**src/rtl/instr_fetch_pkg.sv**
```systemverilog
// Shared types for the instruction fetch block: instr_t, fetch FSM states, NOP encoding.
// Latency: n/a (types and constants only).
// Backpressure: n/a.
package instr_fetch_pkg;

   // RV32 R-type field view of a fetched word; other formats overlay the same bits
   typedef struct packed {
      logic [6:0] funct7;
      logic [4:0] rs2;
      logic [4:0] rs1;
      logic [2:0] funct3;
      logic [4:0] rd;
      logic [6:0] opcode;
   } instr_t;

   typedef enum logic [2:0] {
      IDLE,
      REQ,
      WAIT,
      HOLD,
      DRAIN
   } fetch_state_t;

   // addi x0, x0, 0
   localparam logic [31:0] NOP_WORD = 32'h0000_0013;

   // Sequential PC advance; wraps modulo 2^32
   function automatic logic [31:0] pc_add(input logic [31:0] pc, input int unsigned step);
      return pc + 32'(step);
   endfunction

endpackage

```
**src/rtl/ifetch_pc_reg.sv**
```systemverilog
// Fetch PC register: sequential increment, redirect mux, optional alignment check
// (alignment check built only when MMRV_IFETCH_ALIGN_CHECK_EN is defined).
// Latency: pc_next is combinational, fetch_pc follows it one cycle later; no backpressure.
module ifetch_pc_reg
   import instr_fetch_pkg::*;
#(
   parameter logic [31:0] RESET_PC = 32'h0000_0000,
   parameter int unsigned PC_STEP  = 4
) (
   input  logic        clk,
   input  logic        rst,
   input  logic        advance,
   input  logic        redirect_valid,
   input  logic [31:0] redirect_pc,
   output logic [31:0] fetch_pc,
   output logic [31:0] pc_next,
   output logic        redirect_fault,
   output logic        fetch_fault
);

   logic [31:0] target;

`ifdef MMRV_IFETCH_ALIGN_CHECK_EN
   // Misaligned targets are refused; the PC keeps its old value
   assign target         = redirect_pc;
   assign redirect_fault = redirect_valid & (redirect_pc[1:0] != 2'b00);

   // Sticky fault flag, cleared only by reset
   always_ff @(posedge clk) begin
      if (rst)
         fetch_fault <= 1'b0;
      else if (redirect_fault)
         fetch_fault <= 1'b1;
   end
`else
   // Without the check the low bits are simply dropped
   assign target         = redirect_pc & ~32'h0000_0003;
   assign redirect_fault = 1'b0;
   assign fetch_fault    = 1'b0;
`endif

   // Redirect beats sequential advance; a refused redirect holds the PC
   always_comb begin
      pc_next = fetch_pc;
      if (redirect_valid) begin
         if (!redirect_fault)
            pc_next = target;
      end else if (advance) begin
         pc_next = pc_add(fetch_pc, PC_STEP);
      end
   end

   // PC register
   always_ff @(posedge clk) begin
      if (rst)
         fetch_pc <= RESET_PC;
      else
         fetch_pc <= pc_next;
   end

endmodule

```
**src/rtl/instr_fetch.sv**
```systemverilog
// Instruction fetch producer: one outstanding imem read, presents instr/instr_pc to decoder.
// Latency: imem_rsp_valid in cycle N gives instr_valid in cycle N+1.
// Backpressure: instr held until instr_ready; no new request issued while holding.
// Optional: MMRV_IFETCH_ALIGN_CHECK_EN flags misaligned redirects and parks the fetcher.
module instr_fetch
   import instr_fetch_pkg::*;
#(
   parameter logic [31:0] RESET_PC = 32'h0000_0000,
   parameter int unsigned PC_STEP  = 4
) (
   input  logic        clk,
   input  logic        rst,
   output logic        imem_req_valid,
   input  logic        imem_req_ready,
   output logic [31:0] imem_req_addr,
   input  logic        imem_rsp_valid,
   input  logic [31:0] imem_rsp_data,
   output instr_t      instr,
   output logic        instr_valid,
   input  logic        instr_ready,
   output logic [31:0] instr_pc,
   input  logic        redirect_valid,
   input  logic [31:0] redirect_pc,
   output logic        fetch_fault
);

   fetch_state_t state;
   logic         flush;
   logic         req_fire;
   logic         advance;
   logic         park;
   logic [31:0]  fetch_pc;
   logic [31:0]  pc_next;
   logic         redirect_fault;
   fetch_state_t go_state;
   logic         go_valid;

   ifetch_pc_reg #(
      .RESET_PC (RESET_PC),
      .PC_STEP  (PC_STEP)
   ) u_pc_reg (
      .clk            (clk),
      .rst            (rst),
      .advance        (advance),
      .redirect_valid (redirect_valid),
      .redirect_pc    (redirect_pc),
      .fetch_pc       (fetch_pc),
      .pc_next        (pc_next),
      .redirect_fault (redirect_fault),
      .fetch_fault    (fetch_fault)
   );

   assign req_fire = imem_req_valid & imem_req_ready;
   // PC only steps when a response is accepted into the instr register
   assign advance  = (state == WAIT) & imem_rsp_valid & ~redirect_valid;
   // A fault (already latched or raised this cycle) stops further requests
   assign park     = fetch_fault | redirect_fault;

   // Where to go once nothing is outstanding: issue the next request or park
   always_comb begin
      go_state = park ? IDLE : REQ;
      go_valid = ~park;
   end

   // Fetch FSM with registered request and instruction outputs
   always_ff @(posedge clk) begin
      if (rst) begin
         state          <= IDLE;
         flush          <= 1'b0;
         imem_req_valid <= 1'b0;
         imem_req_addr  <= RESET_PC;
         instr          <= NOP_WORD;
         instr_valid    <= 1'b0;
         instr_pc       <= RESET_PC;
      end else begin
         // Any redirect kills the presented instruction
         if (redirect_valid) begin
            instr_valid <= 1'b0;
            instr       <= NOP_WORD;
         end
         case (state)
            IDLE: begin
               state          <= go_state;
               imem_req_valid <= go_valid;
               imem_req_addr  <= pc_next;
            end
            REQ: begin
               if (req_fire) begin
                  // Stale request (redirect seen while offered) must be drained
                  imem_req_valid <= 1'b0;
                  flush          <= 1'b0;
                  state          <= (flush || redirect_valid) ? DRAIN : WAIT;
               end else if (park) begin
                  imem_req_valid <= 1'b0;
                  flush          <= 1'b0;
                  state          <= IDLE;
               end else if (redirect_valid) begin
                  // Keep address/valid stable; remember to drop the response
                  flush <= 1'b1;
               end
            end
            WAIT: begin
               if (redirect_valid) begin
                  if (imem_rsp_valid) begin
                     // Response arrived with the redirect: drop it, nothing outstanding
                     state          <= go_state;
                     imem_req_valid <= go_valid;
                     imem_req_addr  <= pc_next;
                  end else begin
                     state <= DRAIN;
                  end
               end else if (imem_rsp_valid) begin
                  instr       <= imem_rsp_data;
                  instr_pc    <= fetch_pc;
                  instr_valid <= 1'b1;
                  state       <= HOLD;
               end
            end
            HOLD: begin
               if (redirect_valid) begin
                  state          <= go_state;
                  imem_req_valid <= go_valid;
                  imem_req_addr  <= pc_next;
               end else if (instr_ready) begin
                  instr_valid    <= 1'b0;
                  state          <= go_state;
                  imem_req_valid <= go_valid;
                  imem_req_addr  <= pc_next;
               end
            end
            DRAIN: begin
               if (imem_rsp_valid) begin
                  state          <= go_state;
                  imem_req_valid <= go_valid;
                  imem_req_addr  <= pc_next;
               end
            end
            default: begin
               state          <= IDLE;
               imem_req_valid <= 1'b0;
            end
         endcase
      end
   end

   // Responses are only legal while one is outstanding
   rsp_in_window: assert property (@(posedge clk) disable iff (rst)
      imem_rsp_valid |-> (state == WAIT || state == DRAIN));

endmodule

```
**config.mk**
```make
export PLATFORM = sky130hd
export DESIGN_NAME = instr_fetch
export DESIGN_NICKNAME = d
export VERILOG_FILES = /design/src/rtl/instr_fetch_pkg.sv /design/src/rtl/ifetch_pc_reg.sv /design/src/rtl/instr_fetch.sv
export SDC_FILE = /design/constraint.sdc
export NUM_CORES = 1
export LEC_CHECK = 0
export BUFFER_PORTS_ARGS = -buffer_cell sky130_fd_sc_hd__buf_2
export CAP_MARGIN = 20
export CORE_MARGIN = 4
export CORE_UTILIZATION = 52
export DETAILED_ROUTE_END_ITERATION = 8
export GPL_ROUTABILITY_DRIVEN = 0
export GPL_TIMING_DRIVEN = 0
export PLACE_DENSITY = 0.89
export SLEW_MARGIN = 5
export SYNTH_ARGS = -nofsm -noshare
export SYNTH_HDL_FRONTEND = slang
export SYNTH_SLANG_ARGS = --single-unit
```
**constraint.sdc**
```tcl
create_clock -name clk -period 2.2 [get_ports clk]
set_clock_uncertainty 0.05 [all_clocks]
set_input_delay 0.22 -clock clk [delete_from_list [all_inputs] [get_ports clk]]
set_output_delay 0.22 -clock clk [all_outputs]
set_load 0.02 [all_outputs]
```
==> out/metrics.csv <==
metric,value,unit
outcome,"complete, no violations",
fin_crit,2.106,ns
drv_cap,0,
path_max_fanout,10,
mostFrequentLayoutCells,"buf_2 (180), nand2_1 (167), dfxtp_1 (134)",
seq_area_frac_synth,0.4639,
yosys.area.top_type,dfxtp_1,
ys_ff_latch,134,
synth_warnings,0,
grt_pass1_vias,6353,
yosysTopAreaCellShare,0.4639,
overflow,0,
cp-start-kind,flip-flop,
first_pass_iters,7,
post-route-drc-count,0,
grt_max_degree,17,
num-fill-cells,810,
wl_per_cell,18.38,um
synth-edff-count,0,
totalNegativeSetupSlack,0,ns
htreeDepth,4,
cp_cell_sequence,"and4bb_4, buf_4, nand2_4, nor3_1, a211oi_1, o2bb2ai_1",
fmax,474.8,MHz
synth_cells,703,
post-route-period-util,0.9574,
cts_tree,yes,
swShare,0.2991,
syn_to_final_growth,35.72,%
die_w,113.5,um
rsz0062_at_grt,false,
hold_class,primary input to flip-flop,
dp_hpwl,12910,um
cts_buffers,17,
antenna_found_initial,0,
power.internal,4.538,mW
critPathRequiredTime,2.59,ns
via_per_inst,5.879,
vias,6391,
drt_iter0_markers,670,
pwr_density_cell,824.9,nW/um^2
grt_first_pass_wirelength,31800,um
cp-end-kind,flip-flop,
start_util,0.5335,
multi_input_area,2859,um^2
ys.flop_type,dfxtp_1,
hold_viol_final,0,
avgSynthCellArea,8.226,um^2
drt-total-wl,19980,um
grt_usage,0.3106,
clk_latency,0.52,ns
dieHeight,113.5,um
ir_worst_vdd,524.0,uV
cts_sinks,134,
seqPwrFrac,0.419,
layout_commonest_cell,buf_2,
cts_root_buf,clkbuf_8,
worst_pin_slew,0.8412,ns
core,10840,um^2
drtAntennaViolNets,0,
die_area,12870,um^2
p_leak,3.319,nW
placement_rows,38,
holdWs,0.01679,ns
ios,169,
crit_type,flip-flop to flip-flop,
clk_path_buf_depth,2,
netlist_area,5783,um^2
cp_slowest_stage_delay,0.44,ns
layout.nets,1005,
combPwrFrac,0.163,
slew_viol_final,0,
synthDistinctLibCells,71,
drive_gt1_frac,0.2566,
synthTopCellsByArea,"dfxtp_1 (46%), nand2_1 (11%), a21oi_1 (7.0%)",
portBuffers,165,
p_sw,1.936,mW
setup_violations,0,
crit_slowest_cell,nor3_1,
clk_pin_slew,0.06,ns
cp_top_family,simple AND/OR/NAND/NOR gates,
regArea,2683,um^2
path_buf_inv,1,
arrival,2.50,ns
synthesis.nets,774,
ys_async_sr_fraction,0,
slew-limit-headroom,0.4371,
diodes,0,
p_clk_frac,0.418,
## path summary, 6_finish.rpt
check	start	endpoint	slack [ns]	depth (start not counted)
max	state[2]	imem_req_addr[28]	0.09	6
min	redirect_pc[3]	u_pc_reg.fetch_pc[3]	0.02	4
max reg2reg	state[2]	imem_req_addr[28]	0.09	6
min reg2reg	imem_req_addr[0]	imem_req_addr[0]	0.40	2
## power by group through the flow
stage,clock network [mW],logic (mW),registers [mW]
after floorplan,0,0.483,2.85
after global placement,0,0.931,2.75
after detailed placement,0,0.944,2.75
after CTS,2.71,1.01,2.70
after global routing,2.84,1.13,2.72
final,2.71,1.05,2.71
## metal layers
metal	track usage	share of wire	up-vias
met1	0.3723	0.37	2958
met5	0	0	-
met2	0.5039	0.47	435
li1	-	-	2920
met4	0.1538	0.036	0
met3	0.09867	0.12	78
## worst min-delay path, cell delays in order
cell     delay [ns]
buf_2          0.08
nand2_1        0.04
o21ai_0        0.08
and2_1         0.13
## stage by stage
stage                     cells  utilization  cell area (um^2)  total power [mW]  worst slack, ns
after global routing       1087       0.7240              7849             6.691         0.002876
after detailed placement   1008       0.6258              6784             3.698          0.05951
after global placement     1008       0.6258              6784             3.679          0.08591
after floorplan             703            -              5783             3.331           0.4150
final                      1087       0.7240              7849             6.474          0.09374
after CTS                  1087       0.7217              7824             6.423          0.04075
## synth_stat cells, types with 2 or more instances
library cell	count
buf_1	5
buf_2	17
nor3b_1	3
and2_1	9
o21ai_0	13
nor4_2	2
o211ai_1	5
mux2i_1	4
a211oi_1	7
o21a_1	3
or3_1	2
and4_1	10
a22o_1	2
buf_6	2
xor2_1	2
a32oi_1	2
dfxtp_1	134
a21oi_1	81
o211a_1	5
nor3_1	14
a31oi_1	12
a22oi_1	2
inv_1	3
nor2b_1	6
nand3_1	35
xnor2_1	12
a211oi_2	3
nor2_1	38
nand2_1	167
buf_4	2
clkbuf_1	27
a211o_1	3
nand3b_1	2
nand4_1	9
nand2b_1	8
o21ba_2	2
nand4_4	2
o41ai_1	3
a21o_1	3
and3_1	11
## area by class of cell
cell class | count | share of cell area
multi-input cells | 512 | 0.3643
flip-flops and latches | 134 | 0.3418
repair buffers | 212 | 0.1652
clock buffers | 18 | 0.05452
plain buffers | 53 | 0.03204
well taps | 140 | 0.02232
clock inverters | 14 | 0.01801
inverters | 4 | 0.001913
## cells by family (layout without fill, tap and decap cells)
kind of cell / after synthesis / count (layout) / share of synthesized area
buf+inv: 57 / 301 / 0.04457
xor+xnor: 14 / 14 / 0.02120
simple gates: 330 / 330 / 0.2808
fa+ha+maj: 1 / 1 / 0.002163
compound gates: 162 / 162 / 0.1798
mux: 4 / 4 / 0.006924
other cells: 1 / 1 / 0.0006484
flops: 134 / 134 / 0.4639
## repair_timing
| item | CTS | global route |
|---|---|---|
| setup endpoints to repair | 0 | 41 |
| hold endpoints to repair | 52 | 0 |
| hold buffers | 47 | 0 |
| gates resized for setup | 0 | 9 |
| setup buffers | 0 | 0 |
## registers in the layout, summed over array words and instances (netlist names)
| register | cells |
|---|---|
| imem_req_addr | 32 |
| instr | 32 |
| instr_pc | 32 |
| u_pc_reg.fetch_pc | 32 |
| state | 3 |
| flush | 1 |
| imem_req_valid | 1 |
| instr_valid | 1 |
(Power assumes the default switching activity.)
